--- config.mk ---
export PLATFORM = sky130hd
export DESIGN_NAME = alu_dispatch_arbiter
export DESIGN_NICKNAME = d
export VERILOG_FILES = /design/src/rtl/alu_dispatch_arbiter_pkg.sv /design/src/rtl/alu_bank_tracker.sv /design/src/rtl/alu_dispatch_arbiter.sv
export SDC_FILE = /design/constraint.sdc
export NUM_CORES = 1
export LEC_CHECK = 0
export BUFFER_PORTS_ARGS = -buffer_cell sky130_fd_sc_hd__buf_4
export CAP_MARGIN = 10
export CORE_AREA = 3 3 320 322
export CTS_CLUSTER_DIAMETER = 30
export DETAILED_ROUTE_END_ITERATION = 12
export DIE_AREA = 0 0 323 325
export SLEW_MARGIN = 5
export SYNTH_ARGS = -nofsm -noshare
export SYNTH_HDL_FRONTEND = slang
export SYNTH_SLANG_ARGS = --single-unit
--- constraint.sdc ---
create_clock -name i_clock -period 4.9 [get_ports i_clock]
set_input_delay 0.49 -clock i_clock [delete_from_list [all_inputs] [get_ports i_clock]]
set_output_delay 0.49 -clock i_clock [all_outputs]
set_load 0.03 [all_outputs]
--- src/rtl/alu_dispatch_arbiter_pkg.sv ---
// Shared ALU command/response types plus the bank-tracker state enum and sizing constants.
package alu_dispatch_arbiter_pkg;

  localparam int unsigned NUM_ALU_BANKS  = 4;
  localparam int unsigned NUM_REQUESTERS = 4;

  typedef enum logic [2:0] {
    NOP        = 3'd0,
    ADD        = 3'd1,
    SUBTRACT   = 3'd2,
    MULTIPLY   = 3'd3,
    AND        = 3'd4,
    OR         = 3'd5,
    XOR        = 3'd6,
    SHIFT_LEFT = 3'd7
  } command_names_t;

  typedef enum logic [1:0] {
    NO_RESPONSE = 2'd0,
    SUCCESS     = 2'd1,
    OVERFLOW    = 2'd2,
    INVALID     = 2'd3
  } response_names_t;

  typedef struct packed {
    command_names_t command;
    logic [31:0]    data1;
    logic [31:0]    data2;
  } input_packet_t;

  typedef struct packed {
    response_names_t response;
    logic [31:0]     data;
  } output_packet_t;

  typedef enum logic [1:0] {
    StIdle  = 2'd0,
    StIssue = 2'd1,
    StBusy  = 2'd2
  } bank_state_t;

  // One-hot round-robin pick; the requester at ptr has the highest priority.
  function automatic logic [NUM_REQUESTERS-1:0] rr_pick(
    input logic [NUM_REQUESTERS-1:0] eligible,
    input logic [1:0]                ptr
  );
    logic [NUM_REQUESTERS-1:0] grant;
    logic [1:0]                idx;
    grant = '0;
    for (int k = NUM_REQUESTERS - 1; k >= 0; k--) begin
      idx = ptr + 2'(k);
      if (eligible[idx]) begin
        grant      = '0;
        grant[idx] = 1'b1;
      end
    end
    return grant;
  endfunction

endpackage

--- src/rtl/alu_bank_tracker.sv ---
// One ALU bank: IDLE -> ISSUE -> BUSY -> IDLE with captured packet and owner.
// Optional BUSY no-response watchdog enabled by macro ALU_TIMEOUT_EN.
module alu_bank_tracker
  import alu_dispatch_arbiter_pkg::*;
#(
  parameter int unsigned TIMEOUT_CYCLES = 16
) (
  input  logic           i_clock,
  input  logic           i_reset,
  input  logic           i_capture,
  input  input_packet_t  i_packet,
  input  logic [1:0]     i_owner,
  input  output_packet_t i_alu_result,
  output logic           o_idle,
  output input_packet_t  o_alu_input,
  output logic           o_done,
  output logic           o_timeout,
  output logic [1:0]     o_owner
);

  if (TIMEOUT_CYCLES < 2) begin : g_bad_timeout
    $error("TIMEOUT_CYCLES must be at least 2");
  end

  bank_state_t   r_state;
  bank_state_t   w_state_next;
  input_packet_t r_packet;
  logic [1:0]    r_owner;
  logic          w_has_response;
  logic          w_expired;

  assign w_has_response = (i_alu_result.response != NO_RESPONSE);

`ifdef ALU_TIMEOUT_EN
  localparam int unsigned CntW = $clog2(TIMEOUT_CYCLES);
  logic [CntW-1:0] r_busy_cnt;

  // Response in the expiry cycle wins, so expiry is masked by a response.
  assign w_expired = (r_state == StBusy) && !w_has_response &&
                     (r_busy_cnt == CntW'(TIMEOUT_CYCLES - 1));

  always_ff @(posedge i_clock) begin
    if (!i_reset || (r_state != StBusy)) begin
      r_busy_cnt <= '0;
    end else if (!w_expired) begin
      r_busy_cnt <= r_busy_cnt + CntW'(1);
    end
  end
`else
  assign w_expired = 1'b0;
`endif

  always_comb begin
    w_state_next = r_state;
    o_done       = 1'b0;
    o_alu_input  = '{command: NOP, data1: r_packet.data1, data2: r_packet.data2};
    unique case (r_state)
      StIdle: begin
        if (i_capture) w_state_next = StIssue;
      end
      StIssue: begin
        o_alu_input  = r_packet;
        w_state_next = StBusy;
      end
      StBusy: begin
        if (w_has_response) begin
          o_done       = 1'b1;
          w_state_next = StIdle;
        end else if (w_expired) begin
          w_state_next = StIdle;
        end
      end
      default: w_state_next = StIdle;
    endcase
  end

  always_ff @(posedge i_clock) begin
    if (!i_reset) begin
      r_state  <= StIdle;
      r_packet <= '0;
      r_owner  <= '0;
    end else begin
      r_state <= w_state_next;
      if (i_capture && (r_state == StIdle)) begin
        r_packet <= i_packet;
        r_owner  <= i_owner;
      end
    end
  end

  assign o_idle    = (r_state == StIdle);
  assign o_timeout = w_expired;
  assign o_owner   = r_owner;

endmodule

--- src/rtl/alu_dispatch_arbiter.sv ---
// Round-robin dispatch of four requesters onto four ALU banks with per-owner response routing.
// Macro ALU_TIMEOUT_EN enables per-bank BUSY timeouts reported on o_timeout_flag.
module alu_dispatch_arbiter
  import alu_dispatch_arbiter_pkg::*;
#(
  parameter int unsigned TIMEOUT_CYCLES = 16
) (
  input  logic                                 i_clock,
  input  logic                                 i_reset,
  input  logic           [NUM_REQUESTERS-1:0]  i_req_valid,
  input  input_packet_t  [NUM_REQUESTERS-1:0]  i_req_packet,
  output logic           [NUM_REQUESTERS-1:0]  o_req_ready,
  output input_packet_t  [NUM_ALU_BANKS-1:0]   o_alu_input_packet,
  input  output_packet_t [NUM_ALU_BANKS-1:0]   i_alu_output_packet,
  output logic           [NUM_REQUESTERS-1:0]  o_rsp_valid,
  output output_packet_t [NUM_REQUESTERS-1:0]  o_rsp_packet,
  output logic           [NUM_REQUESTERS-1:0]  o_timeout_flag
);

  logic           [1:0]                r_rr_ptr;
  logic           [NUM_REQUESTERS-1:0] r_outstanding;
  logic           [NUM_REQUESTERS-1:0] r_rsp_valid;
  output_packet_t [NUM_REQUESTERS-1:0] r_rsp_packet;

  logic [NUM_REQUESTERS-1:0] w_eligible;
  logic [NUM_REQUESTERS-1:0] w_grant;
  logic [NUM_REQUESTERS-1:0] w_release;
  logic [NUM_REQUESTERS-1:0] w_outstanding_next;
  logic [NUM_ALU_BANKS-1:0]  w_bank_idle;
  logic [NUM_ALU_BANKS-1:0]  w_bank_done;
  logic [NUM_ALU_BANKS-1:0]  w_bank_timeout;
  logic [NUM_ALU_BANKS-1:0]  w_capture;
  logic [1:0]                w_bank_owner [NUM_ALU_BANKS];
  logic [1:0]                w_grant_id;
  logic [1:0]                w_bank_sel;
  input_packet_t             w_grant_packet;

  always_comb begin
    for (int i = 0; i < NUM_REQUESTERS; i++) begin
      w_eligible[i] = i_req_valid[i] && (i_req_packet[i].command != NOP) && !r_outstanding[i];
    end
    w_grant = (|w_bank_idle) ? rr_pick(w_eligible, r_rr_ptr) : '0;
  end

  // Encode the winner and pick the lowest-index idle bank.
  always_comb begin
    w_grant_id = '0;
    for (int i = NUM_REQUESTERS - 1; i >= 0; i--) begin
      if (w_grant[i]) w_grant_id = 2'(i);
    end
    w_bank_sel = '0;
    for (int b = NUM_ALU_BANKS - 1; b >= 0; b--) begin
      if (w_bank_idle[b]) w_bank_sel = 2'(b);
    end
    w_capture = '0;
    if (|w_grant) w_capture[w_bank_sel] = 1'b1;
    w_grant_packet = i_req_packet[w_grant_id];
  end

  always_comb begin
    w_release = '0;
    for (int b = 0; b < NUM_ALU_BANKS; b++) begin
      if (w_bank_done[b] || w_bank_timeout[b]) w_release[w_bank_owner[b]] = 1'b1;
    end
    w_outstanding_next = (r_outstanding | w_grant) & ~w_release;
  end

  for (genvar b = 0; b < NUM_ALU_BANKS; b++) begin : g_bank
    alu_bank_tracker #(
      .TIMEOUT_CYCLES(TIMEOUT_CYCLES)
    ) u_tracker (
      .i_clock     (i_clock),
      .i_reset     (i_reset),
      .i_capture   (w_capture[b]),
      .i_packet    (w_grant_packet),
      .i_owner     (w_grant_id),
      .i_alu_result(i_alu_output_packet[b]),
      .o_idle      (w_bank_idle[b]),
      .o_alu_input (o_alu_input_packet[b]),
      .o_done      (w_bank_done[b]),
      .o_timeout   (w_bank_timeout[b]),
      .o_owner     (w_bank_owner[b])
    );
  end

  always_ff @(posedge i_clock) begin
    if (!i_reset) begin
      r_rr_ptr      <= '0;
      r_outstanding <= '0;
      r_rsp_valid   <= '0;
      r_rsp_packet  <= '0;
    end else begin
      r_rsp_valid   <= '0;
      r_outstanding <= w_outstanding_next;
      if (|w_grant) r_rr_ptr <= w_grant_id + 2'd1;
      for (int b = 0; b < NUM_ALU_BANKS; b++) begin
        if (w_bank_done[b]) begin
          r_rsp_valid[w_bank_owner[b]]  <= 1'b1;
          r_rsp_packet[w_bank_owner[b]] <= i_alu_output_packet[b];
        end
      end
    end
  end

`ifdef ALU_TIMEOUT_EN
  logic [NUM_REQUESTERS-1:0] r_timeout_flag;

  always_ff @(posedge i_clock) begin
    if (!i_reset) begin
      r_timeout_flag <= '0;
    end else begin
      r_timeout_flag <= '0;
      for (int b = 0; b < NUM_ALU_BANKS; b++) begin
        if (w_bank_timeout[b]) r_timeout_flag[w_bank_owner[b]] <= 1'b1;
      end
    end
  end

  assign o_timeout_flag = r_timeout_flag;
`else
  assign o_timeout_flag = '0;
`endif

  assign o_req_ready  = w_grant;
  assign o_rsp_valid  = r_rsp_valid;
  assign o_rsp_packet = r_rsp_packet;

endmodule
==> impl_results.md <==
- Clk_skew: 72.6 ps
- Most common cell after layout, fill and taps aside: buf_4
- Cell taking the most area after synthesis: dfxtp_1
- DRC: 0
- Xor/xnor share of the synthesized area: 0
- Clk root buf: clkbuf_16
- Synth warnings: 0
- Via count: 26,974
- Slew @ Worst Pin: 1050 ps
- Tcrit/Tclk final: 0.902
- ANT nets after route: 0
- Share of cells above drive strength 1: 0.320
- Critical Path End Type: output port
- Required @ worst endpoint: 4410 ps
- Synth top area share: 0.347
- Final GP Congestion: 0.929
- Clk_lat worst skew: 710 ps
- IO Port Bufs: 821
- # rows: 116
- Tmin final: 4420 ps
- Setup TNS: 0 ps
- Max Freq: 226 MHz
- Largest family of logic cells by synthesized area: compound AO/OA/AOI/OAI gates
- DRT iter0 DRCs: 2,040
- RSZ-0062 raised after global routing: false
- Number of max-cap violations: 0
- Cell area after layout: 0.0353 mm^2
- CTS H-tree lvls: 3
- Endpoints failing setup: 0
- Post-Synth Simple-Gate Area: 0.181
- Die area: 0.105 mm^2
- Post-DP HPWL: 89,600 um
- Asr flop ratio synth: 0
- Largest net degree at the start of global routing: 127
- Core ar.: 0.0999 mm^2
- Post-place instance area: 0.0308 mm^2
- Number of flops mapped to enable cells by yosys: 0
- Synth Area in Adders: 0.00202
- Vias per cell: 5.41
- Post-CTS resize count: 0
- First-pass GRT wire length: 180,000 um
- Compound-Gate Fraction of Synth Area: 0.281
- Drt first pass iters: 6
- Final nets: 3,987
- Max-slew violations: 0
- Synth Area per Inst: 8.04 um^2
- IO Count: 826
- CTS buffer count: 121
- Clock transition at path regs: 40 ps
- Die height: 325 um
- Antenna violations before repair: 8
- Power Density: 790 mW/mm^2
- Final Hold Vio Count: 0
- Wire per inst: 25.3 um
- CTS tree: done
- Status: finished, final reports clean
- Relative slew margins: 0.285
- Area contributors post-synth: dfxtp_1 35%, a211oi_1 8.4%, buf_4 8.1%
- Setup bufs post-CTS: 0
- Most frequent cells in the layout: 883 x buf_4, 430 x dfxtp_1, 339 x nand3_1, 307 x nor2_1, 278 x a211oi_1
- Maximum vdd ir drop: 0.827 mV
- Crit Path Category: reg -> out
- Area grow syn2layout: 42.3%
- Leak: 14.7 nW
- CTS Buffer Depth: 3
- Worst Path Arrival: 3930 ps
- Gate Count Post-Synth: 3,089
- Overflow left after global routing: 0
- Yosys reg bits: 430
- Total GRT Usage: 0.227
- Final wirelength: 126,000 um
- Initial Utilization: 0.249
- CP Max Fanout: 10
- Min-Delay Path Class: in -> reg
- # hold bufs at CTS: 0
- Vias in the first global route: 26,064
- FF-to-FF setup slack: 720 ps
- Sequential area share after synthesis: 0.347
- Critical path startpoint category: flop
- Ys flop type: dfxtp_1
- Syn Std Cell Area: 0.0248 mm^2
- Count of cell types in the netlist: 53
- Die span in x: 323 um
- Post-synthesis mux area share: 0.0592
- Sink Count: 430
layer usage:
metal  up-vias  share of wire  GRT usage
li1      12276              -          -
met1     12963           0.40      0.278
met2      1432           0.45      0.361
met3       303          0.098     0.0705
met4         0          0.051      0.108
met5         -              0          0
metrics by stage:
stage | std cells | hold WS (ps) | setup slack [ps] | total power (W) | utilization
finish | 4982 | 113 | 481 | 0.0279 | 0.354
global route | 4980 | 76.5 | 246 | 0.0292 | 0.354
CTS | 4975 | 48.0 | 462 | 0.0279 | 0.354
detailed placement | 4747 | 457 | 810 | 0.0191 | 0.308
global placement | 4747 | 449 | 801 | 0.0190 | 0.308
floorplan | 3092 | 437 | 1370 | 0.0138 | -
Yosys cell counts (4+ instances only):
cell / instances
nand3b_1: 5
nor2_1: 310
ha_1: 4
inv_1: 10
o31ai_1: 201
nand3_1: 346
dfxtp_1: 430
nor3b_1: 6
mux2i_1: 139
buf_4: 269
nor3_1: 12
o21ai_0: 136
a21oi_1: 144
a211oi_2: 4
clkbuf_1: 222
buf_2: 52
o211ai_1: 4
a31oi_1: 67
a211o_1: 137
and3b_1: 5
a211oi_1: 278
nand2_1: 84
nand2b_1: 7
o211a_1: 4
nor2b_1: 6
buf_1: 18
and2_1: 13
and3_1: 135
flip-flops by register name, summed over array words and instances (netlist names):
register	cells
o_rsp_valid	4
r_outstanding	4
g_bank.u_tracker.r_packet	268
o_rsp_packet	136
g_bank.u_tracker.o_owner	8
r_rr_ptr	2
g_bank.u_tracker.r_state	8
report_power, final:
group / internal [W] / switching (W) / leakage, nW
logic: 0.00489 / 0.00987 / 8.97
clock network: 0.00611 / 0.00255 / 2.20
registers: 0.00409 / 0.000412 / 3.49
total: 0.0151 / 0.0128 / 14.7
worst paths after layout:
kind,cells past startpoint,startpoint,to
hold / removal,3,i_alu_output_packet[113],o_rsp_packet[79]$_SDFF_PN0_
setup reg to reg,11,r_rr_ptr[0]$_SDFFE_PN0P_,g_bank[0].u_tracker.r_packet[64]$_SDFFE_PN0P_
hold reg to reg,2,g_bank[3].u_tracker.r_packet[65]$_SDFFE_PN0P_,g_bank[3].u_tracker.r_packet[65]$_SDFFE_PN0P_
setup / recovery,9,r_rr_ptr[0]$_SDFFE_PN0P_,o_req_ready[2]
critical path: stages, from the launching register on:
cell and delay [ps]:
dfxtp_1 520, inv_1 190, ha_1 430, or4b_1 520, a21oi_1 320, o211ai_1 180, a211oi_1 400, nor2_1 90
nor2_1 310, buf_4 260
cells by family (layout without fill, tap and decap cells):
| group | after synthesis | after routing |
|---|---|---|
| AO/OA/AOI/OAI | 996 | 996 |
| adder cells (fa/ha/maj) | 4 | 4 |
| buffers and inverters | 574 | 1160 |
| flip-flops | 430 | 430 |
| multiplexers | 143 | 143 |
| other | 1 | 10 |
| AND/OR/NAND/NOR | 941 | 941 |
layout make-up:
type                            count  area [um^2]
Antenna cell                        6         15.0
Clock buffer                      160         3400
Clock inverter                     68         1120
Fill cell                       10271        64500
Inverter                           13         56.3
Multi-Input combinational cell   2088        13200
Sequential cell                   430         8610
Tap cell                         1298         1620
Timing Repair Buffer              919         7340
(Power assumes the default switching activity.)
